## src/rtl/sram_arbiter.sv

```systemverilog
// sram_arbiter: round-robin arbiter sharing one SRAM controller host port among
// NUM_REQ requesters. Each transaction runs IDLE -> ISSUE -> WAIT -> RESP.
// Optional WAIT watchdog enabled by defining SRAM_ARB_TIMEOUT_EN.

module sram_arbiter #(
    parameter int unsigned NUM_REQ        = 4,
    parameter int unsigned ADDR_W         = 15,
    parameter int unsigned DATA_W         = 16,
    parameter int unsigned TIMEOUT_CYCLES = 16
) (
    input  logic                      clk,
    input  logic                      rst_n,
    input  logic [NUM_REQ-1:0]        req_valid_i,
    input  logic [NUM_REQ-1:0]        req_we_i,
    input  logic [NUM_REQ*ADDR_W-1:0] req_addr_i,
    input  logic [NUM_REQ*DATA_W-1:0] req_wdata_i,
    output logic [NUM_REQ-1:0]        req_gnt_o,
    output logic [NUM_REQ-1:0]        req_done_o,
    output logic                      req_err_o,
    output logic [DATA_W-1:0]         rsp_rdata_o,
    output logic                      busy_o,
    output logic                      mem_read_req_o,
    output logic                      mem_write_req_o,
    output logic [ADDR_W-1:0]         mem_addr_o,
    output logic [DATA_W-1:0]         mem_wdata_o,
    input  logic [DATA_W-1:0]         mem_rdata_i,
    input  logic                      mem_ready_i
);

    localparam int unsigned PtrW = (NUM_REQ > 1) ? $clog2(NUM_REQ) : 1;

    localparam logic [1:0] StIdle  = 2'd0;
    localparam logic [1:0] StIssue = 2'd1;
    localparam logic [1:0] StWait  = 2'd2;
    localparam logic [1:0] StResp  = 2'd3;

    logic [1:0]         state_q, state_d;
    logic [PtrW-1:0]    ptr_q, ptr_d;
    logic [NUM_REQ-1:0] gnt_q, gnt_d;
    logic               we_q, we_d;
    logic [ADDR_W-1:0]  addr_q, addr_d;
    logic [DATA_W-1:0]  wdata_q, wdata_d;
    logic [DATA_W-1:0]  rdata_q, rdata_d;

    logic               win_found;
    logic [PtrW-1:0]    win_idx;
    logic [PtrW-1:0]    ptr_next;
    logic [NUM_REQ-1:0] win_onehot;

`ifdef SRAM_ARB_TIMEOUT_EN
    localparam logic [7:0] TimeoutLast = 8'(TIMEOUT_CYCLES - 1);

    logic [7:0] cnt_q, cnt_d;
    logic       err_q, err_d;
`else
    logic unused_timeout;
    assign unused_timeout = (TIMEOUT_CYCLES != 0);
`endif

    // Round-robin pick: lowest requesting index at or after ptr_q, wrapping.
    always_comb begin : p_arb
        int unsigned idx;
        logic [PtrW-1:0] idx_w;
        win_found = 1'b0;
        win_idx   = '0;
        idx       = 0;
        idx_w     = '0;
        for (int unsigned k = 0; k < NUM_REQ; k++) begin
            idx   = (32'(ptr_q) + k) % NUM_REQ;
            idx_w = PtrW'(idx);
            if (!win_found && req_valid_i[idx_w]) begin
                win_found = 1'b1;
                win_idx   = idx_w;
            end
        end
    end

    // Pointer advance and one-hot grant for the current winner.
    always_comb begin
        ptr_next   = (win_idx == PtrW'(NUM_REQ - 1)) ? '0 : win_idx + 1'b1;
        win_onehot = {{(NUM_REQ-1){1'b0}}, 1'b1} << win_idx;
    end

    // Next-state logic for the transaction FSM and captured attributes.
    always_comb begin
        state_d = state_q;
        ptr_d   = ptr_q;
        gnt_d   = gnt_q;
        we_d    = we_q;
        addr_d  = addr_q;
        wdata_d = wdata_q;
        rdata_d = rdata_q;
`ifdef SRAM_ARB_TIMEOUT_EN
        cnt_d   = cnt_q;
        err_d   = err_q;
`endif
        case (state_q)
            StIdle: begin
                if (win_found) begin
                    state_d = StIssue;
                    gnt_d   = win_onehot;
                    ptr_d   = ptr_next;
                    // Attributes are frozen here; later requester changes are ignored.
                    we_d    = req_we_i[win_idx];
                    addr_d  = req_addr_i[32'(win_idx)*ADDR_W +: ADDR_W];
                    wdata_d = req_wdata_i[32'(win_idx)*DATA_W +: DATA_W];
`ifdef SRAM_ARB_TIMEOUT_EN
                    err_d   = 1'b0;
`endif
                end
            end
            StIssue: begin
                state_d = StWait;
`ifdef SRAM_ARB_TIMEOUT_EN
                cnt_d   = '0;
`endif
            end
            StWait: begin
                // mem_ready takes priority over a watchdog expiry in the same cycle.
                if (mem_ready_i) begin
                    state_d = StResp;
                    rdata_d = mem_rdata_i;
`ifdef SRAM_ARB_TIMEOUT_EN
                    err_d   = 1'b0;
                end else if (cnt_q == TimeoutLast) begin
                    state_d = StResp;
                    rdata_d = '0;
                    err_d   = 1'b1;
                end else begin
                    cnt_d   = cnt_q + 8'd1;
`endif
                end
            end
            StResp: begin
                state_d = StIdle;
                gnt_d   = '0;
            end
            default: begin
                state_d = StIdle;
                gnt_d   = '0;
            end
        endcase
    end

    // State and datapath registers; reset aborts any transaction in flight.
    always_ff @(posedge clk or negedge rst_n) begin
        if (!rst_n) begin
            state_q <= StIdle;
            ptr_q   <= '0;
            gnt_q   <= '0;
            we_q    <= 1'b0;
            addr_q  <= '0;
            wdata_q <= '0;
            rdata_q <= '0;
        end else begin
            state_q <= state_d;
            ptr_q   <= ptr_d;
            gnt_q   <= gnt_d;
            we_q    <= we_d;
            addr_q  <= addr_d;
            wdata_q <= wdata_d;
            rdata_q <= rdata_d;
        end
    end

`ifdef SRAM_ARB_TIMEOUT_EN
    // Watchdog counter and abort flag.
    always_ff @(posedge clk or negedge rst_n) begin
        if (!rst_n) begin
            cnt_q <= '0;
            err_q <= 1'b0;
        end else begin
            cnt_q <= cnt_d;
            err_q <= err_d;
        end
    end
`endif

    // Outputs decoded from state and captured registers.
    always_comb begin
        req_gnt_o       = gnt_q;
        req_done_o      = (state_q == StResp) ? gnt_q : '0;
        busy_o          = (state_q != StIdle);
        mem_read_req_o  = (state_q == StIssue) && !we_q;
        mem_write_req_o = (state_q == StIssue) && we_q;
        mem_addr_o      = addr_q;
        mem_wdata_o     = wdata_q;
        rsp_rdata_o     = rdata_q;
`ifdef SRAM_ARB_TIMEOUT_EN
        req_err_o       = (state_q == StResp) && err_q;
`else
        req_err_o       = 1'b0;
`endif
    end

endmodule

```

## config.mk

```make
export PLATFORM = sky130hd
export DESIGN_NAME = sram_arbiter
export DESIGN_NICKNAME = d
export VERILOG_FILES = /design/src/rtl/sram_arbiter.sv
export SDC_FILE = /design/constraint.sdc
export NUM_CORES = 1
export LEC_CHECK = 0
export ABC_AREA = 1
export BUFFER_PORTS_ARGS = -buffer_cell sky130_fd_sc_hd__clkbuf_2
export CAP_MARGIN = 20
export CORE_MARGIN = 1
export CORE_UTILIZATION = 50
export DETAILED_ROUTE_END_ITERATION = 16
export PLACE_DENSITY = 0.95
export SYNTH_ARGS = -nofsm -noshare
export SYNTH_HDL_FRONTEND = slang
export SYNTH_SLANG_ARGS = --single-unit
```

## constraint.sdc

```tcl
create_clock -name clk -period 5.35 [get_ports clk]
set_clock_uncertainty 0.15 [all_clocks]
set_input_delay 0.2675 -clock clk [delete_from_list [all_inputs] [get_ports clk]]
set_output_delay 0.2675 -clock clk [all_outputs]
set_load 0.05 [all_outputs]
```

== Word level (Yosys, flattened, before mapping) ==
Index checks and enable logic that the tools add are counted.
Word-level totals
  bits in writable memories: 0
  bits in latches: 0
  memories: 0
  bits in registers: 56
  logic and storage cells: 67
  bits in read-only memories: 0
  output and inout bits: 59
Cells by class
  equality and inequality tests: 6
  reductions and logical operators: 16
  add/sub/neg operators: 4
  multipliers: 1
  shifts and indexed selects: 3
  multiplexer cells: 25
  bitwise logic cells: 0
  divide/modulo/power cells: 0
  magnitude comparators: 5
Operators by type and width (count)
  64-bit by 7-bit variable part select with 16-bit output: 1
  60-bit by 7-bit variable part select with 15-bit output: 1
  2-bit by 3-bit less-than comparator with 1-bit output (second input constant): 5
  2-bit two-way mux: 7
  1-bit binary-select mux with 2-bit select: 5
  1-bit two-way mux: 9
  4-bit two-way mux: 2
  2-bit one-hot mux with 4 select lines: 1
  4-bit one-hot mux with 2 select lines: 1
  2-bit AND reduction: 4
  2-bit equality test (second input constant): 3
  2-bit by 4-bit multiplier with 6-bit output (second input constant): 1
  1-bit logical AND: 5
  2-bit by 1-bit adder with 2-bit output (second input constant): 2
  2-bit adder (second input constant): 2
  1-bit logical NOT: 4
  2-bit inequality test (second input constant): 2
  2-bit nonzero test: 2
  1-bit by 2-bit left shift with 4-bit output (first input constant): 1
  2-bit by 1-bit equality test with 1-bit output (second input constant): 1
  2-bit logical NOT: 1

== Longest topological paths before layout ==
  word-level depth: 15
  gate-level depth with buffers: 17

== Worst setup path after synthesis ==
OpenSTA, ideal clock, no wires.
  path kind: register -> register
  start: register ptr_q[0]
  end: register ptr_q[1]
  path slack: 3264 ps
  data required time: 5073 ps
  buffers on the path: 3
  arrival time: 1809 ps
  cell stages (with the launch flop): 15
  setup time: 127 ps
  cell sequence: dfrtp_1 > buf_6 > inv_6 > nand2_1 > nand3_1 > nand2_2 > nor2_4 > nand3_4 > nand3_4 > buf_8 > buf_6 > inv_2 > ha_1 > nand2_1 > o21ai_0
Between the ends
  word-level cells in the longest chain between the ends: 14
Ends and longest elaborated chain
  from (decl): RTL line 38  | logic [PtrW-1:0] ptr_q, ptr_d;
  from (signal assigned): RTL line 157  | ptr_q <= ptr_d;
  parallel branches: the longest is 11 deep, another holds 2-bit by 1-bit adder with 2-bit output
  2-bit two-way mux *: RTL line 71  | if (!win_found && req_valid_i[idx_w]) begin
  2-bit by 1-bit adder with 2-bit output / 2-bit equality test (equally long branches): RTL line 80  | ptr_next = (win_idx == PtrW'(NUM_REQ - 1)) ? '0 : win_idx + 1'b1;
  2-bit two-way mux *: RTL line 80
  via ptr_next[1]: RTL line 47  | logic [PtrW-1:0] ptr_next;
Mark *: on every way through the listed nets, which the timed path passes. The select of a mux whose other input is x is not followed.
A chain may end at the register's enable or synchronous reset.

== Worst setup path after layout ==
  start: register ptr_q[0]
  end: register gnt_q[0] (netlist: req_gnt_o[0])
Between the ends
  word-level cells in the longest chain between the ends: 15
Ends and longest elaborated chain
  parallel branches: the longest is 15 deep, another holds 2-bit by 1-bit adder with 2-bit output
  to (signal assigned): RTL line 158  | gnt_q <= gnt_d;
  to (decl): RTL line 39  | logic [NUM_REQ-1:0] gnt_q, gnt_d;
Parallel ways; which one is timed is not known. The select of a mux whose other input is x is not followed.

==> impl_metrics.csv <==
group,metric,value,unit
layout,final_common_cell,"nand2_1",
grt,antenna_found_initial,0,
detailed_routing,wl,11400,µm
detailed_routing,dr_wl_met2,5960,µm
grt,globalRouteOverflowTotal,0,
layout,n_antenna_cell,0,
layout,register_area,0.00140,mm²
timing,tns,0,ns
grt,grt.total_usage,25.0,%
clocking,clkTransAtPathRegs,0.11,ns
floorplanning,dieArea,0.00890,mm²
setup_path,critPathRequiredTime,5.37,ns
place,place.gp.congestion,0.857,
floorplanning,core.rowCount,33,
grt,grt_pass1_vias,4076,
min_path,hold-path-cell-count,2,
timing,worst_slack,1.77,ns
logic_synthesis,syn_nets,800,
place,place.port_buffers,208,
detailed_routing,drt-pass1-iter-count,5,
grt,grt_max_degree,69,
logic_synthesis,yosysWarningCount,0,
place,dpl.hpwl,8170,µm
timing,grt_setup_unrepaired,"false",
clocking,cts_tree,"built",
timing,setup_viol_count_final,0,
logic_synthesis,avgSynthCellArea,6.63,µm²
logic_synthesis,synth.area.top_cells,"dfrtp_1 33%, nand2_1 25%, nand4_1 9.5%, inv_1 7.7%, nand3_1 4.6%",
clocking,clock_path_buffers,2,
clocking,cts-buffers-inserted,5,
logic_synthesis,ys_seq_area_share,32.9,%
setup_path,arrival,3.59,ns
setup_path,endpoint_kind,"flip-flop",
detailed_routing,wl_per_cell,12.3,µm
setup_path,worstSetupPathType,"reg2reg",
timing,max_freq,280,MHz
detailed_routing,vias,4686,
timing,final_hold_viol_count,0,
layout,final_util,63.8,%
detailed_routing,met1_length,4550,µm
run,drv_cap,0,
min_path,min_to,"rsp_rdata_o[12]",
clocking,htree_levels,2,
clocking,insertion_delay,0.30,ns
timing,final_max_slew_viol_count,0,
logic_synthesis,yosysTopAreaCellShare,32.9,%
layout,layout-drive-gt1-share,32.2,%
floorplanning,start_util,51.9,%
floorplanning,num_io_pins,210,
detailed_routing,viasPerCell,5.07,
clocking,cts.sinks,56,
layout,layout_common_cells,"286 x nand2_1, 208 x clkbuf_2, 88 x inv_1",
logic_synthesis,synth_cell_types,27,
layout,layout.nets,975,
logic_synthesis,netlist_area,0.00427,mm²
detailed_routing,detail-route-antenna-nets,0,
min_path,min_from,"mem_rdata_i[12]",
min_path,hp-class,"in2reg",
floorplanning,die_h,94.4,µm
timing,worst_pin_slew,0.838,ns
setup_path,worst-r2r-setup-slack,1.77,ns
setup_path,crit_fanout,67,
logic_synthesis,yosysTopAreaCell,"dfrtp_1",
timing,maxSlewHeadroom,44.1,%
place,dp_slack,1.81,ns
setup_path,rr_endpoint,"req_gnt_o[0]",
logic_synthesis,ys_seq_elements,56,
detailed_routing,drt-initial-drc-count,183,
layout,multiInputGateArea,0.00219,mm²
setup_path,reg2reg_depth,9,
clocking,post_cts_buffers,0,
timing,holdWs,0.0368,ns
layout,syn_to_final_growth,22.9,%
outcome,status,"finished, final reports clean",
layout,fillers,761,
detailed_routing,drc,0,
detailed_routing,wl_met3,782,µm
detailed_routing,dr.max_layer_used,"met4",
timing,fin_crit_sh,66.8,%
floorplanning,die_w,94.4,µm
logic_synthesis,syn_inst,643,
setup_path,r2r_start,"ptr_q[0]",
floorplanning,coreArea,0.00822,mm²
clocking,clockRootBuffer,"clkbuf_8",
timing,finalCriticalPeriod,3.58,ns
setup_path,startpoint_type,"flip-flop",
grt,grt_pass1_wl,17800,µm
logic make-up (layout without fill, tap and decap cells):
logic type,after synthesis,count (layout),synth area share [%]
and+or+nand+nor,415,415,43.6
other,1,1,0.0879
muxes,16,16,4.22
buffers and inverters,137,313,15.8
adders and majority gates,6,6,1.76
DFF,56,56,32.9
AOI/OAI and AO/OA,12,12,1.67
layout make-up:
cell class	count	share of cell area [%]
Clock inverter	3	0.406
Inverter	93	6.75
Timing Repair Buffer	212	20.5
Sequential cell	56	26.7
Clock buffer	5	1.31
Tap cell	105	2.51
Multi-Input combinational cell	450	41.8
registers in the layout (all words and copies together) (netlist names):
register     flops
we_q             1
ptr_q            2
mem_wdata_o     16
req_gnt_o        4
mem_addr_o      15
rsp_rdata_o     16
state_q          2
worst max-delay path, stage by stage (launching register included):
cell and delay, ns:
dfrtp_1 0.59, nand2_1 0.14, nand3_1 0.14, nand2_2 0.09, nor2_4 0.15, nand3_4 0.59, nand2_2 0.81, inv_2 0.46
nand2_1 0.19, o22ai_1 0.10
metal layers:
metal  vias up  GRT usage, %
met5         -             0
met4         0          6.92
met3        10          3.22
met2       195          46.5
met1      2122          29.9
li1       2359             -
cell usage after synthesis:
cell / number
buf_6: 10
mux2_2: 16
inv_6: 1
o21ai_0: 6
inv_2: 4
conb_1: 1
o22ai_1: 2
clkbuf_1: 4
inv_1: 88
nand2_2: 17
nand2_1: 286
nand3_4: 2
nor2_4: 1
a31oi_1: 1
nand4_1: 65
nand3_2: 2
ha_1: 6
dfrtp_1: 56
buf_1: 2
o22ai_2: 1
buf_4: 9
buf_2: 17
nor2_2: 1
o21ai_1: 2
nor2_1: 2
buf_8: 2
nand3_1: 39
stage by stage:
stage | cells | cell area [µm²]
after floorplan | 643 | 4270
after global placement | 915 | 5140
after detailed placement | 915 | 5140
after CTS | 924 | 5240
after global routing | 924 | 5240
final | 924 | 5240
worst max-delay path by stage:
| stage | endpoint | depth (start not counted) | startpoint |
|---|---|---|---|
| finish | req_gnt_o[0] | 9 | ptr_q[0] |
| global route | ptr_q[0] | 9 | ptr_q[0] |
| CTS | req_gnt_o[0] | 9 | ptr_q[0] |
| detailed placement | req_gnt_o[0] | 9 | ptr_q[0] |
| global placement | req_gnt_o[1] | 10 | ptr_q[0] |
| floorplan | ptr_q[1] | 14 | ptr_q[0] |
what timing repair did:
action / in CTS / in global routing
endpoints found under the hold margin: 56 / 0
endpoints found under the setup margin: 0 / 0
resized for setup: 0 / 0
hold buffers: 1 / 0
Power is left out: the tool's default activity adds up to more than one toggle a clock period on the data nets, which glitch-free logic cannot reach.
